### src/rtl/operand_fetch.sv
// operand_fetch
//
// Issue stage sitting between decode and execute. Accepts one decoded
// instruction at a time, issues a synchronous read on the register file's
// two read ports, and resolves each operand from (in priority order) x0,
// a writeback seen in the issue cycle, a writeback seen in the response
// cycle, or the register-file read data. A scoreboard of in-flight
// destination registers blocks RAW and WAW hazards until the matching
// writeback appears on the writeback bus.
//
// Handshakes: a transfer happens on a rising edge where valid && ready are
// both high (in_v/in_ready on the input side, out_v/out_ready on the output
// side). out_v and every out_* field stay stable until that transfer.
//
// Ports
//   clk, reset                     clock, synchronous active-low reset
//   in_v / in_ready                decoded instruction handshake
//   in_rs1, in_rs2, in_use_rs1/2   source indices and their enables
//   in_rd, in_rd_we, in_pc         destination, write enable, tag
//   rf_rs1, rf_rs2, rf_rv          register-file read request
//   rf_rd1, rf_rd2                 register-file read data (cycle after rf_rv)
//   wb_v, wb_rd, wb_data           writeback bus (shared with file write port)
//   out_v / out_ready              operand handshake to execute
//   out_rs1_data, out_rs2_data     resolved operands
//   out_rd, out_rd_we, out_pc      passthrough of the accepted instruction
//   dbg_state, dbg_pend            FSM state and scoreboard, for observation
module operand_fetch #(
    parameter int XLEN = 32
) (
    input  logic            clk,
    input  logic            reset,
    input  logic            in_v,
    output logic            in_ready,
    input  logic [4:0]      in_rs1,
    input  logic [4:0]      in_rs2,
    input  logic            in_use_rs1,
    input  logic            in_use_rs2,
    input  logic [4:0]      in_rd,
    input  logic            in_rd_we,
    input  logic [XLEN-1:0] in_pc,
    output logic [4:0]      rf_rs1,
    output logic [4:0]      rf_rs2,
    output logic            rf_rv,
    input  logic [XLEN-1:0] rf_rd1,
    input  logic [XLEN-1:0] rf_rd2,
    input  logic            wb_v,
    input  logic [4:0]      wb_rd,
    input  logic [XLEN-1:0] wb_data,
    output logic            out_v,
    input  logic            out_ready,
    output logic [XLEN-1:0] out_rs1_data,
    output logic [XLEN-1:0] out_rs2_data,
    output logic [4:0]      out_rd,
    output logic            out_rd_we,
    output logic [XLEN-1:0] out_pc,
    output logic [1:0]      dbg_state,
    output logic [31:0]     dbg_pend
);

    typedef enum logic [1:0] {
        IDLE = 2'd0,
        RESP = 2'd1,
        HOLD = 2'd2
    } state_t;

    state_t            state;
    logic [31:0]       pend;       // bit 0 is never set
    logic [31:0]       pend_next;
    logic [4:0]        lat_rs1;
    logic [4:0]        lat_rs2;
    logic              byp1;
    logic              byp2;
    logic [XLEN-1:0]   byp1_data;
    logic [XLEN-1:0]   byp2_data;

    logic              blk_rs1;
    logic              blk_rs2;
    logic              blk_waw;
    logic              hazard;
    logic              slot_free;
    logic              accept;
    logic [XLEN-1:0]   op1_res;
    logic [XLEN-1:0]   op2_res;

    // A pending source is released in the same cycle its writeback appears;
    // the value is then captured through the issue-cycle bypass.
    always_comb begin
        blk_rs1   = in_use_rs1 && pend[in_rs1] && !(wb_v && (wb_rd == in_rs1));
        blk_rs2   = in_use_rs2 && pend[in_rs2] && !(wb_v && (wb_rd == in_rs2));
        blk_waw   = in_rd_we   && pend[in_rd]  && !(wb_v && (wb_rd == in_rd));
        hazard    = blk_rs1 || blk_rs2 || blk_waw;
        slot_free = (state == IDLE) || ((state == HOLD) && out_ready);
        in_ready  = reset && !hazard && slot_free;
        accept    = in_v && in_ready;
    end

    assign rf_rv     = accept;
    assign rf_rs1    = in_rs1;
    assign rf_rs2    = in_rs2;
    assign dbg_state = state;
    assign dbg_pend  = pend;

    // Set beats clear on the same index: the new writer is still in flight.
    always_comb begin
        pend_next = pend;
        if (wb_v && (wb_rd != 5'd0))
            pend_next[wb_rd] = 1'b0;
        if (accept && in_rd_we && (in_rd != 5'd0))
            pend_next[in_rd] = 1'b1;
        pend_next[0] = 1'b0;
    end

    // Operand resolution used in the RESP cycle. The file's own
    // read-during-write behaviour is never relied on.
    always_comb begin
        if (lat_rs1 == 5'd0)
            op1_res = '0;
        else if (byp1)
            op1_res = byp1_data;
        else if (wb_v && (wb_rd == lat_rs1))
            op1_res = wb_data;
        else
            op1_res = rf_rd1;

        if (lat_rs2 == 5'd0)
            op2_res = '0;
        else if (byp2)
            op2_res = byp2_data;
        else if (wb_v && (wb_rd == lat_rs2))
            op2_res = wb_data;
        else
            op2_res = rf_rd2;
    end

    always_ff @(posedge clk) begin
        if (!reset) begin
            state        <= IDLE;
            pend         <= '0;
            out_v        <= 1'b0;
            out_rs1_data <= '0;
            out_rs2_data <= '0;
            out_rd       <= '0;
            out_rd_we    <= 1'b0;
            out_pc       <= '0;
            lat_rs1      <= '0;
            lat_rs2      <= '0;
            byp1         <= 1'b0;
            byp2         <= 1'b0;
            byp1_data    <= '0;
            byp2_data    <= '0;
        end else begin
            pend <= pend_next;

            // Accept only happens in IDLE or on the HOLD handshake, so the
            // passthrough fields never change while out_v is held high.
            if (accept) begin
                lat_rs1   <= in_rs1;
                lat_rs2   <= in_rs2;
                out_rd    <= in_rd;
                out_rd_we <= in_rd_we;
                out_pc    <= in_pc;
                byp1      <= wb_v && (wb_rd == in_rs1) && (in_rs1 != 5'd0);
                byp2      <= wb_v && (wb_rd == in_rs2) && (in_rs2 != 5'd0);
                byp1_data <= wb_data;
                byp2_data <= wb_data;
            end

            case (state)
                IDLE: begin
                    if (accept)
                        state <= RESP;
                end
                RESP: begin
                    out_rs1_data <= op1_res;
                    out_rs2_data <= op2_res;
                    out_v        <= 1'b1;
                    state        <= HOLD;
                end
                HOLD: begin
                    if (out_ready) begin
                        out_v <= 1'b0;
                        state <= accept ? RESP : IDLE;
                    end
                end
                default: begin
                    out_v <= 1'b0;
                    state <= IDLE;
                end
            endcase
        end
    end

endmodule

### config.mk
export PLATFORM = sky130hd
export DESIGN_NAME = operand_fetch
export DESIGN_NICKNAME = d
export VERILOG_FILES = /design/src/rtl/operand_fetch.sv
export SDC_FILE = /design/constraint.sdc
export NUM_CORES = 1
export LEC_CHECK = 0
export BUFFER_PORTS_ARGS = -buffer_cell sky130_fd_sc_hd__clkbuf_2
export CAP_MARGIN = 20
export CORE_MARGIN = 2
export CORE_UTILIZATION = 38
export CTS_BUF_LIST = sky130_fd_sc_hd__clkbuf_16
export CTS_CLUSTER_SIZE = 40
export DETAILED_ROUTE_END_ITERATION = 8
export PLACE_DENSITY = 0.7
export SETUP_SLACK_MARGIN = 0.3
export SYNTH_ARGS = -nofsm -noshare
export SYNTH_HDL_FRONTEND = slang
export SYNTH_SLANG_ARGS = --single-unit
export TNS_END_PERCENT = 5
### constraint.sdc
create_clock -name clk -period 2.13 [get_ports clk]
set_input_delay 0.1065 -clock clk [delete_from_list [all_inputs] [get_ports clk]]
set_output_delay 0.1065 -clock clk [all_outputs]
set_load 0.03 [all_outputs]
==> reports/summary.md <==
The run finished, with violations left. The share of the synthesized area in the top cell type works out to 38.3%. Entering global routing, the biggest net connects 181 pins. The XOR/XNOR share of the synthesized area was 2.33%; the yosys synthesis warning count was 0. The count of input and output buffers came out at 303. Dividing the detail-routed wire length by the instance count gives 18.7 µm.

Global routing used 32.7% of the available met1 tracks. In the synthesized netlist the dominant register cell turns out to be dfxtp_1. Sequential cells were found to cover 38.3% of the synthesized design area. The first routing iteration left 920 violations. Number of global-route vias before repair: 10,000.

The count of inserted antenna diode cells came out at 0. Dividing total power by cell area gives a power density of 642 mW/mm². The core footprint came out at 0.0243 mm². In this design, the critical path's most frequently occurring cell is buf_6.

The post-route netlist has 35.4% of its cells at a drive strength greater than 1. The tools report the wire length of the first global-routing pass as 53.2 mm. Of the post-synthesis cell area, the part taken by muxes is 12.6%. 305 I/O pins were placed. The number of clock buffers added by TritonCTS is 17. In this run the core area contains 57 standard-cell rows. The logs give 430 ps for the source-to-sink clock delay at the later pin of the worst-skew pair and 0 for the final hold violation count. After synthesis, the mean cell area works out to 8.45 µm². The tools report the detailed-route via count as 10,300. Power comes to 8.74 mW.

The critical path data required time is 2020 ps, and the vertical die dimension is 161 µm. TritonCTS built the clock tree. After layout, the worst path uses 122% of the clock period. Synthesis produced a netlist with a net count of 1,269. Counting flops with a built-in enable in the synthesized netlist gives 0. The cell type with the largest total area after synthesis is dfxtp_1. The adder-cell area share of the yosys netlist was 0%. Timing would allow up to 383 MHz.

The initial utilization of the core area, before any placement, comes to 38.7%. In the post-synthesis netlist, the cell with the most instances is dfxtp_1. The final worst slack is -478 ps, and the HPWL after detailed placement is 22.5 mm.

On the critical path, the stage with the largest delay is an instance of dfxtp_4. Ranked by instance count, the synthesized netlist is headed by 180 x dfxtp_1, 155 x nand2_1, 137 x o21ai_0. The tools report the kind of end point of the critical path as a primary output.

Setup repair after global routing could not meet its margin everywhere. Max-cap violations in this run came to 0. The worst path needs 2610 ps of the cycle, external delays included. Basic-gate share of the synthesized area counting and, or, nand and nor cells: 20.2%.

The number of vias per cell works out to 5.57. The signal on the critical path passes through mux2_4, or3_1, a311oi_2, nor3b_2, a32oi_4, buf_6, buf_6, and3_4, clkbuf_8. The largest single stage delay on the critical path is 340 ps. The number of antenna violations at the first check in global routing was 0; the width of the chip was 161 µm.

The run gives 6 as the number of optimization iterations in the first detailed-route pass. In this run the most used layer during global routing was met2. The worst setup path is launched from a flop. The tools report the met3 capacity usage during global routing as 5.01%. Measured against its own limit, the worst slew margin works out to 49.2%.

The die covers 0.0260 mm². The number of nets in the finished design was 1,664. Global routing finished with a remaining overflow of 0. Total length of routed wires: 34.4 mm. Across the VDD grid, the largest voltage drop is 0.593 mV. Of all nets on the critical path, the largest fanout is 3.

For the worst setup path, the data arrival time is 2500 ps. The count of state elements after synthesis was 180. The count of cells in the finished layout, fillers not included, comes to 1,843. The synthesized netlist cell count is 1,113, and the maximum clock skew at final layout is 16.9 ps.

The final reports fail on setup timing. Clock tree synthesis selected as its root buffer the cell clkbuf_16. Post-synthesis instance area: 0.00940 mm².

Sorting the synthesized cells by area gives the leading types as dfxtp_1 38%, mux2i_1 10%, o21ai_0 7.3%, nand2_1 6.2%, a22oi_1 5.3%. For this run, asynchronously set or reset flops after synthesis account for 0%. Global routing consumed, on the met2 layer, 42.3% of the routing resources. The final weighted congestion in routability-driven placement was 0.907. After detailed placement, the design holds a cell count of 1,731.

The count of nets left with antenna violations once routing finished came out at 0. The area growth from synthesis to layout is 44.9%. Clock-pin slew of the registers on the worst-case setup and hold paths: 70 ps. After synthesis, the largest family of logic cells by area is simple AND/OR/NAND/NOR gates. Across every metal layer, demand over resource in global routing totals 25.6%. Summing the areas of all compound-gate instances in the mapped netlist gives 20.0% of the synthesized area.

The total count of max-transition violations in the final report is 0. For the maximum clock path buffer count, the log shows 2. The count of different cell masters after synthesis was 49. The worst setup path is of the flop to primary output kind.

Maximum level of the CTS H-tree: 4. For this design, the sink count on the clock tree is 180. The number of failing setup endpoints in the final timing report was 115.

The run gives 0 as the post-route DRC violation count. The worst hold path belongs to the class primary input to flop. The leakage power is 5.49 nW. At the pin with the least slew margin, the transition time is 763 ps.
[worst paths after layout]
path	start	to	slack (ps)	cells after the start
worst max-delay path	dbg_pend[12]$_SDFF_PN0_	in_ready	-480	9
worst min-delay path	in_rs1[2]	lat_rs1[2]$_SDFFE_PN0P_	130	4
worst max register to register	dbg_pend[12]$_SDFF_PN0_	dbg_pend[29]$_SDFF_PN0_	-430	10
worst min register to register	out_pc[18]$_SDFFE_PN0P_	out_pc[18]$_SDFFE_PN0P_	450	2
[cell type report]
cell class | instances | area, µm²
flip-flops and latches | 180 | 3630
inverters | 4 | 15.0
fillers | 2151 | 10700
repair buffers | 505 | 3580
clock inverters | 13 | 170
multi-input cells | 800 | 5390
clock buffers | 17 | 425
well taps | 324 | 405
[routing by layer]
metal | part of all wire [%] | wire [µm]
met5 | 0 | 0
met2 | 47 | 16300
met4 | 2.9 | 1010
met1 | 42 | 14300
met3 | 8.1 | 2780
[placed cells by master (no fill, tap or decap), types with 4 or more instances in the layout]
cell and n:
clkbuf_16 17, o31ai_2 12, buf_4 106, o211ai_1 33
nand2_1 155, buf_16 4, inv_1 4, o31ai_1 18
o21ai_1 63, a22oi_1 66, buf_6 8, nand3b_1 9
dfxtp_2 14, nor2b_1 68, clkbuf_2 300, nor4_1 4
inv_6 5, nor3_1 4, nand4_1 76, buf_12 18
a21oi_1 5, dlygate4sd3_1 65, o21ai_0 79, xor2_1 16
or3b_2 5, o22ai_1 4, nor2_1 12, nand2b_1 4
mux2i_1 91, mux4_2 9, dfxtp_1 164, xnor2_1 9
nand3_1 12
[worst max-delay path: cells and delay by family (launching register included)]
| kind | cells | cell delay, ps |
|---|---|---|
| flip-flops | 1 | 340 |
| AO/OA/AOI/OAI | 2 | 510 |
| multiplexers | 1 | 250 |
| buffers and inverters | 3 | 370 |
| AND/OR/NAND/NOR | 3 | 590 |
[sequential cells by signal, indices dropped and copies added (netlist names)]
signal,count
out_rd_we,1
out_rd,5
out_rs1_data,32
dbg_state,2
out_v,1
out_rs2_data,32
lat_rs1,5
byp2_data,32
lat_rs2,5
out_pc,32
byp1,1
byp2,1
dbg_pend,31
[what timing repair did]
item	CTS	global route
endpoints found under the setup margin	176	180
pin swaps	44	49
gates cloned	5	0
hold endpoints to repair	66	0
gates resized for setup	88	20
setup buffers	4	8
hold buffers	65	0
[metrics by stage]
step / utilization, % / setup WS, ps / setup TNS [ps] / hold WS, ps / instance area [µm²]
6_report: 56.0 / -478 / -31080 / 132 / 13600
3_3_place_gp: 48.9 / -274 / -26890 / 337 / 11900
5_1_grt: 56.0 / -548 / -38990 / 126 / 13600
2_1_floorplan: - / -150 / -11810 / 250 / 9440
3_5_place_dp: 48.9 / -298 / -26410 / 345 / 11900
4_1_cts: 55.5 / -512 / -29560 / 98.8 / 13500
[where the power goes]
group / internal (mW) / switching [mW]
registers: 3.54 / 0.116
logic: 0.747 / 1.04
clock network: 1.86 / 1.45
[kinds of logic (layout without fill, tap and decap cells)]
logic type                Yosys count  after routing
AOI/OAI and AO/OA                 300            300
buffers and inverters             133            539
and+or+nand+nor                   367            367
muxes                             107            107
DFF                               180            180
other                               1              1
xor gates and xnor gates           25             25
(Power assumes the default switching activity.)
